===== src/rtl/hs4_sync_sink.sv =====
// Clocked sink for the 4-phase rr/ra handshake: synchronises rr, captures rdata, returns ra, presents tokens on valid/ready.
// Optional ring cycle-time measurement is enabled by defining HS4_CYCLE_MEAS_EN.
module hs4_sync_sink #(
  parameter int unsigned DATA_W      = 8,
  parameter int unsigned SYNC_STAGES = 2,
  parameter int unsigned CNT_W       = 16
) (
  input  logic              clk,
  input  logic              rst_n,
  input  logic              rr,
  input  logic [DATA_W-1:0] rdata,
  output logic              ra,
  output logic              out_valid,
  input  logic              out_ready,
  output logic [DATA_W-1:0] out_data,
  output logic [CNT_W-1:0]  tok_cnt,
  output logic [CNT_W-1:0]  cyc_last,
  output logic              cyc_vld
);

  typedef enum logic [1:0] {IDLE, STALL, ACKH} state_t;

  state_t                 state, state_n;
  logic [SYNC_STAGES-1:0] sync;
  logic                   rr_s;
  logic                   slot_free;
  logic                   capture;
  logic                   ra_n;

  assign rr_s      = sync[SYNC_STAGES-1];
  assign slot_free = !out_valid || out_ready;

  always_ff @(posedge clk or negedge rst_n) begin
    if (!rst_n) sync <= '0;
    else        sync <= {sync[SYNC_STAGES-2:0], rr};
  end

  always_comb begin
    state_n = state;
    ra_n    = 1'b0;
    capture = 1'b0;
    case (state)
      IDLE: begin
        if (rr_s) begin
          if (slot_free) begin
            capture = 1'b1;
            ra_n    = 1'b1;
            state_n = ACKH;
          end else begin
            state_n = STALL;
          end
        end
      end
      STALL: begin
        // rr withdrawn before acknowledge: abandon the request without capturing
        if (!rr_s) begin
          state_n = IDLE;
        end else if (slot_free) begin
          capture = 1'b1;
          ra_n    = 1'b1;
          state_n = ACKH;
        end
      end
      ACKH: begin
        if (rr_s) ra_n    = 1'b1;
        else      state_n = IDLE;
      end
      default: state_n = IDLE;
    endcase
  end

  always_ff @(posedge clk or negedge rst_n) begin
    if (!rst_n) begin
      state     <= IDLE;
      ra        <= 1'b0;
      out_valid <= 1'b0;
      out_data  <= '0;
      tok_cnt   <= '0;
    end else begin
      state <= state_n;
      ra    <= ra_n;
      if (capture) begin
        out_valid <= 1'b1;
        out_data  <= rdata;
        tok_cnt   <= tok_cnt + CNT_W'(1);
      end else if (out_valid && out_ready) begin
        out_valid <= 1'b0;
      end
    end
  end

`ifdef HS4_CYCLE_MEAS_EN
  logic             rr_s_q;
  logic             rise;
  logic             armed;
  logic [CNT_W-1:0] cnt;
  logic [CNT_W-1:0] cnt_inc;

  assign rise    = rr_s && !rr_s_q;
  // cnt restarts at 0 on the rise edge, so clocks elapsed at the next rise = cnt + 1
  assign cnt_inc = (cnt == '1) ? cnt : cnt + CNT_W'(1);

  always_ff @(posedge clk or negedge rst_n) begin
    if (!rst_n) begin
      rr_s_q   <= 1'b0;
      armed    <= 1'b0;
      cnt      <= '0;
      cyc_last <= '0;
      cyc_vld  <= 1'b0;
    end else begin
      rr_s_q  <= rr_s;
      cyc_vld <= rise && armed;
      if (rise) begin
        armed <= 1'b1;
        cnt   <= '0;
        if (armed) cyc_last <= cnt_inc;
      end else begin
        cnt <= cnt_inc;
      end
    end
  end
`else
  assign cyc_last = '0;
  assign cyc_vld  = 1'b0;
`endif

endmodule

===== config.mk =====
export PLATFORM = sky130hd
export DESIGN_NAME = hs4_sync_sink
export DESIGN_NICKNAME = d
export VERILOG_FILES = /design/src/rtl/hs4_sync_sink.sv
export SDC_FILE = /design/constraint.sdc
export NUM_CORES = 1
export LEC_CHECK = 0
export CORE_MARGIN = 4
export CORE_UTILIZATION = 39
export CTS_CLUSTER_SIZE = 25
export DETAILED_ROUTE_END_ITERATION = 6
export GPL_ROUTABILITY_DRIVEN = 0
export PLACE_DENSITY_LB_ADDON = 0.25
export SLEW_MARGIN = 30
export SYNTH_ARGS = -nofsm -noshare
export SYNTH_HDL_FRONTEND = slang
export SYNTH_SLANG_ARGS = --single-unit

===== constraint.sdc =====
create_clock -name clk -period 1.4 [get_ports clk]
set_input_delay 0.28 -clock clk [delete_from_list [all_inputs] [get_ports clk]]
set_output_delay 0.28 -clock clk [all_outputs]
set_load 0.02 [all_outputs]

==> results.json, run 1 <==
{
  "status": "complete, no violations",
  "seqCellArea_um2": 753,
  "coreArea_um2": 3420,
  "cts_root_buf": "clkbuf_4",
  "crit_required_ns": 1.12,
  "pin_count": 55,
  "regToRegStartpoint": "state[1]$_DFFE_PN0P_",
  "cp_max_fo": 3,
  "grt_first_pass_wirelength_mm": 3.95,
  "pre_cts_ws_ns": -0.263,
  "switching_power_w": 0.00106,
  "clkTransAtPathRegs_ns": 0.09,
  "htree_levels": 2,
  "drcViolationCount": 0,
  "drtAntennaViolNets": 0,
  "endpoint_kind": "primary output",
  "synth_top_cell_area_share_pct": 53.0,
  "start_kind": "flop",
  "fin_ws_ns": 0.0560,
  "cts_tree": "done",
  "yosysWarningCount": 0,
  "ys_seq_area_share_pct": 53.0,
  "fin_util_pct": 57.4,
  "drt-total-wl_mm": 2.84,
  "finalPower_w": 0.00285,
  "p_sw_share_pct": 37.4,
  "synth_cell_types": 25,
  "finalCritPeriodShare_pct": 96.0,
  "hold_path.class": "input pin to async pin",
  "seq_power_share_pct": 42.8,
  "track_usage_pct": 11.5,
  "critPathArrivalTime_ns": 1.06,
  "crit_cells": 1,
  "ys_async_sr_fraction_pct": 100,
  "area_growth_pct": 38.3,
  "intPower_w": 0.00178,
  "die_x_um": 68.3,
  "path_cells": "dlygate4sd2_1",
  "grt.overflow.total": 0,
  "initial_core_util_pct": 41.5,
  "critical_path.slowest_cell": "dfrtp_1",
  "dieArea_um2": 4660,
  "grt_max_degree": 31,
  "power_leakage_nw": 0.971,
  "crit_buf_inv": 1,
  "finalHoldViolations": 0,
  "multi_input_area_um2": 621,
  "diodes": 0,
  "fin_crit_ns": 1.34,
  "p_clk_share_pct": 18.3,
  "numCtsBuffers": 5,
  "grt_pass1_vias": 950,
  "setup_tns_ns": 0,
  "yosysTopAreaCell": "dfrtp_1",
  "placed_cell_area_um2": 1870,
  "layout-drive-gt1-share_pct": 27.0,
  "nets": 186,
  "r2r_cells": 4,
  "post-dp-hpwl_mm": 2.02,
  "pwr-share-comb_pct": 38.9,
  "rsz0062_at_grt": "yes",
  "synthTopCellsByArea": "dfrtp_1 53%, buf_4 9.0%, xor2_1 5.6%, mux2_2 4.8%, xnor2_1 3.7%",
  "syn_avg_cell_area_um2": 12.3,
  "die_y_um": 68.3,
  "cts_buffer_depth": 2,
  "reg2reg_to": "tok_cnt[14]$_DFFE_PN0P_",
  "cts_sinks": 30,
  "drt_iter0_drc": 21,
  "stdcell_area_um2": 1960,
  "dr.pass1.iters": 4,
  "critPathTopFamily": "flip-flops",
  "viasPerCell": 4.55,
  "rows": 21,
  "portBuffers": 37,
  "ys.flop_type": "dfrtp_1",
  "slew_violations": 0,
  "synth-edff-count": 0,
  "p_per_area_nw_per_um2": 1450,
  "ff2ff_setup_slack_ns": 0.06,
  "synth.most_common_cell": "dfrtp_1",
  "wl_per_cell_um": 12.9,
  "synth_commonest_cells": "30 x dfrtp_1, 17 x buf_4, 9 x xor2_1",
  "ir_drop_uv": 770,
  "skew_ns": 0.00257,
  "vias": 1000,
  "clk_latency_ns": 0.32,
  "setup_viol": 0,
  "antenna_found_initial": 0,
  "syn_inst": 115,
  "max_stage_delay_ns": 0.41,
  "synth.cell_area_um2": 1420,
  "max_cap_viol_count": 0,
  "synth_seq_cells": 30,
  "timing.fmax_mhz": 744,
  "crit_type": "flop to primary output",
  "num-fill-cells": 314
}
## state kept, by name, indices dropped and copies added (netlist names)
signal     count
out_valid      1
tok_cnt       16
state          2
ra             1
sync           2
out_data       8
## cell families (layout without fill, tap and decap cells)
group,after synthesis,in the layout,share of synthesized area [%]
multiplexers,9,9,7.15
buffers and inverters,21,63,10.2
AND/OR/NAND/NOR,36,37,18.4
other,1,17,0.265
AO/OA/AOI/OAI,2,2,0.883
adder cells (fa/ha/maj),1,1,0.883
XOR/XNOR,15,15,9.28
flip-flops,30,30,53.0
## routing by layer
| layer | track usage (%) | vias to the layer above | share of wire [%] |
|---|---|---|---|
| li1 | - | 478 | - |
| met2 | 20.3 | 38 | 53 |
| met3 | 6.08 | 4 | 8.2 |
| met1 | 12.2 | 480 | 37 |
| met4 | 2.23 | 0 | 1.2 |
| met5 | 0 | - | 0 |
## cell type report
cell class / count / area share [%]
Tap cell: 46 / 2.94
Inverter: 3 / 0.575
Sequential cell: 30 / 38.4
Clock inverter: 1 / 0.255
Timing Repair Buffer: 52 / 23.3
Clock buffer: 7 / 2.81
Multi-Input combinational cell: 81 / 31.7
## metrics by stage
step	hold slack [ns]	cells
floorplan	-0.0156	131
global placement	0.332	207
detailed placement	0.336	207
CTS	0.313	215
global route	0.320	220
finish	0.321	220
## worst reg2reg max path: cells and delay by family, from the launching register on
kind	cells	cell delay, ns
xor gates and xnor gates	1	0.16
DFF	1	0.40
and+or+nand+nor	3	0.71
## how the worst max path moves through the flow
| stage | from | end | slack (ns) |
|---|---|---|---|
| after floorplan | out_valid$_DFFE_PN0P_ | out_data[1]$_DFFE_PN0P_ | 0.008 |
| after global placement | out_ready | tok_cnt[14]$_DFFE_PN0P_ | -0.23 |
| after detailed placement | out_ready | tok_cnt[10]$_DFFE_PN0P_ | -0.26 |
| after CTS | tok_cnt[1]$_DFFE_PN0P_ | tok_cnt[1] | 0.002 |
| after global routing | state[1]$_DFFE_PN0P_ | tok_cnt[12]$_DFFE_PN0P_ | -0.03 |
| final | tok_cnt[12]$_DFFE_PN0P_ | tok_cnt[12] | 0.06 |
## cell usage in the layout (no fill, tap or decap), types with 2 or more instances in the layout
cell             Yosys  final
xor2_1               9      9
xnor2_1              6      6
nand4_1              2      2
conb_1               1     17
mux2_2               6      6
clkdlybuf4s50_1      0     11
nor4_2               4      2
nand3_2              0      2
nor3_1               5      5
nor4_4               0      2
inv_1                3      3
nor2_1               4      4
dlygate4sd2_1        0     20
nand3_1              4      3
clkbuf_2             0      3
o22ai_1              2      2
nand2_1              7      6
dfrtp_1             30     28
buf_4               17     14
clkbuf_4             0      5
clkdlybuf4s15_1      0      2
dfrtp_2              0      2
mux2_1               3      3
nand3_4              2      2
## repair_timing
| action | in CTS | in global routing |
|---|---|---|
| setup buffers | 0 | 4 |
| pin swaps | 0 | 4 |
| endpoints found under the setup margin | 26 | 12 |
| hold buffers | 0 | 0 |
| cloned | 0 | 1 |
| resized for setup | 29 | 15 |
## power by group through the flow
stage / logic [W] / registers (W) / clock network [W]
after floorplan: 0.000392 / 0.00145 / 0
after global placement: 0.00112 / 0.00122 / 0
after detailed placement: 0.00112 / 0.00123 / 0
after CTS: 0.00101 / 0.00121 / 0.000550
after global routing: 0.00120 / 0.00125 / 0.000588
final: 0.00111 / 0.00122 / 0.000521
(Power assumes the default switching activity.)
==> run 2: changes to the inputs <==
--- a/config.mk
+++ b/config.mk
@@ -10,6 +10,7 @@
 export CTS_CLUSTER_SIZE = 25
 export DETAILED_ROUTE_END_ITERATION = 6
 export GPL_ROUTABILITY_DRIVEN = 0
+export GPL_TIMING_DRIVEN = 0
 export PLACE_DENSITY_LB_ADDON = 0.25
 export SLEW_MARGIN = 30
 export SYNTH_ARGS = -nofsm -noshare
==> results.json, run 2 (synthesis results as in run 1) <==
{
  "status": "complete, no violations",
  "rows": 21,
  "seq_power_share_pct": 41.5,
  "p_sw_share_pct": 36.1,
  "viasPerCell": 4.45,
  "crit_required_ns": 1.12,
  "layout-drive-gt1-share_pct": 35.9,
  "drtAntennaViolNets": 0,
  "crit_type": "flop to primary output",
  "drt-total-wl_mm": 2.77,
  "hold-path-cell-count": 0,
  "relSlewSlack_pct": 56.7,
  "worst_slew_pin_slew_ns": 0.649,
  "slew_violations": 0,
  "crit_buf_inv": 1,
  "reg2reg_to": "tok_cnt[7]$_DFFE_PN0P_",
  "cts_root_buf": "clkbuf_4",
  "power_leakage_nw": 1.00,
  "ir_drop_uv": 984,
  "final_common_cell": "dfrtp_1",
  "ff2ff_setup_slack_ns": 0.05,
  "endpoint_kind": "primary output",
  "pwr-share-comb_pct": 37.3,
  "area_growth_pct": 44.3,
  "fin_crit_ns": 1.35,
  "regMostFlops": "tok_cnt",
  "numCtsBuffers": 5,
  "dieArea_um2": 4660,
  "p_per_area_nw_per_um2": 1440,
  "initial_core_util_pct": 41.5,
  "pin_count": 55,
  "die_x_um": 68.3,
  "track_usage_pct": 12.5,
  "grt_pass1_vias": 1005,
  "pre_cts_ws_ns": -0.323,
  "num-fill-cells": 306,
  "cts_tree": "done",
  "switching_power_w": 0.00106,
  "intPower_w": 0.00188,
  "critPathTopFamily": "flip-flops",
  "grt_max_degree": 31,
  "finalPower_w": 0.00295,
  "finalCritPeriodShare_pct": 96.7,
  "hold_end": "sync[1]$_DFF_PN0_",
  "max_cap_viol_count": 0,
  "critPathArrivalTime_ns": 1.07,
  "largest_reg_flops": 16,
  "vias": 1011,
  "drcViolationCount": 0,
  "max_stage_delay_ns": 0.42,
  "nets": 193,
  "die_y_um": 68.3,
  "antenna_found_initial": 0,
  "diodes": 0,
  "hold_path.class": "flop to flop",
  "regToRegStartpoint": "sync[1]$_DFF_PN0_",
  "drt_iter0_drc": 34,
  "clk_latency_ns": 0.32,
  "timing.fmax_mhz": 739,
  "hp-start": "sync[0]$_DFF_PN0_",
  "final_cell_mix": "25 x dfrtp_1, 20 x buf_4, 17 x conb_1",
  "p_clk_share_pct": 21.2,
  "wl_per_cell_um": 12.2,
  "path_cells": "dlygate4sd2_1",
  "finalHoldViolations": 0,
  "critical_path.slowest_cell": "dfrtp_1",
  "cp_max_fo": 4,
  "htree_levels": 2,
  "crit_path_start": "tok_cnt[11]$_DFFE_PN0P_",
  "cts_sinks": 30,
  "coreArea_um2": 3420,
  "start_kind": "flop",
  "skew_ns": 0.00620,
  "post-dp-hpwl_mm": 2.01,
  "grt.overflow.total": 0,
  "clkTransAtPathRegs_ns": 0.09,
  "fin_ws_ns": 0.0466,
  "portBuffers": 37,
  "grt_first_pass_wirelength_mm": 4.28,
  "reg.largest.list": "tok_cnt (16), out_data (8)",
  "setup_viol": 0,
  "r2r_cells": 4,
  "cts_buffer_depth": 2,
  "rsz0062_at_grt": "yes",
  "dr.pass1.iters": 4
}
## run 2: cell count changes in the layout (fill, tap and decap cells not counted), sizes merged
cell,delta
clkdlybuf4s50,-1
clkbuf,+2
clkdlybuf4s15,+6
clkinv,-1
buf,+7
dlygate4sd3,+1
dlygate4sd2,-7
## run 2: power by group through the flow
stage / Sequential [W] / Clock (W) / Combinational (W)
2_1_floorplan: 0.00145 / 0 / 0.000392
3_3_place_gp: 0.00124 / 0 / 0.00108
3_5_place_dp: 0.00125 / 0 / 0.00110
4_1_cts: 0.00123 / 0.000657 / 0.00101
5_1_grt: 0.00126 / 0.000701 / 0.00119
6_report: 0.00122 / 0.000626 / 0.00110
## run 2: metal layers
metal	share of wire (%)	vias to the layer above	routed length, µm	track usage (%)
met1	39	483	1080	12.9
met2	52	37	1430	21.4
met4	0.80	0	22	3.97
li1	-	489	-	-
met5	0	-	0	0
met3	8.4	2	232	6.90
## run 2: timing repair
action	4_1_cts	5_1_grt
pin swaps	0	3
hold buffers	1	0
resized for setup	42	22
cloned	0	1
endpoints found under the setup margin	34	29
setup buffers	0	3
hold endpoints to repair	30	0
## run 2: area by class of cell
class / count / area (µm²) / share of cell area, %
sequential: 30 / 757 / 37.0
multi-input combinational: 81 / 633 / 31.0
timing repair buffer: 41 / 368 / 18.0
buffer: 18 / 139 / 6.79
clock buffer: 8 / 78.8 / 3.86
tap: 46 / 57.6 / 2.82
inverter: 3 / 11.3 / 0.551
## run 2: stage by stage
| step | area, µm² | hold slack (ns) | utilization [%] | instances | TNS [ns] |
|---|---|---|---|---|---|
| 6_report | 2040 | 0.352 | 59.9 | 227 | 0 |
| 5_1_grt | 2040 | 0.373 | 59.9 | 227 | -0.160 |
| 3_3_place_gp | 1910 | 0.333 | 55.8 | 214 | -17.49 |
| 3_5_place_dp | 1900 | 0.336 | 55.7 | 214 | -5.77 |
| 4_1_cts | 1980 | 0.356 | 58.0 | 223 | 0 |
| 2_1_floorplan | 1480 | -0.0156 | - | 131 | 0 |
## run 2: how the worst max path moves through the flow
stage          slack, ns                 endpoint  cells after the start
3_5_place_dp       -0.32  tok_cnt[12]$_DFFE_PN0P_                      5
5_1_grt            -0.04  tok_cnt[15]$_DFFE_PN0P_                      4
2_1_floorplan      0.008  out_data[1]$_DFFE_PN0P_                      4
6_report            0.05              tok_cnt[11]                      1
4_1_cts            0.002               tok_cnt[9]                      1
3_3_place_gp       -0.42  out_data[4]$_DFFE_PN0P_                      1
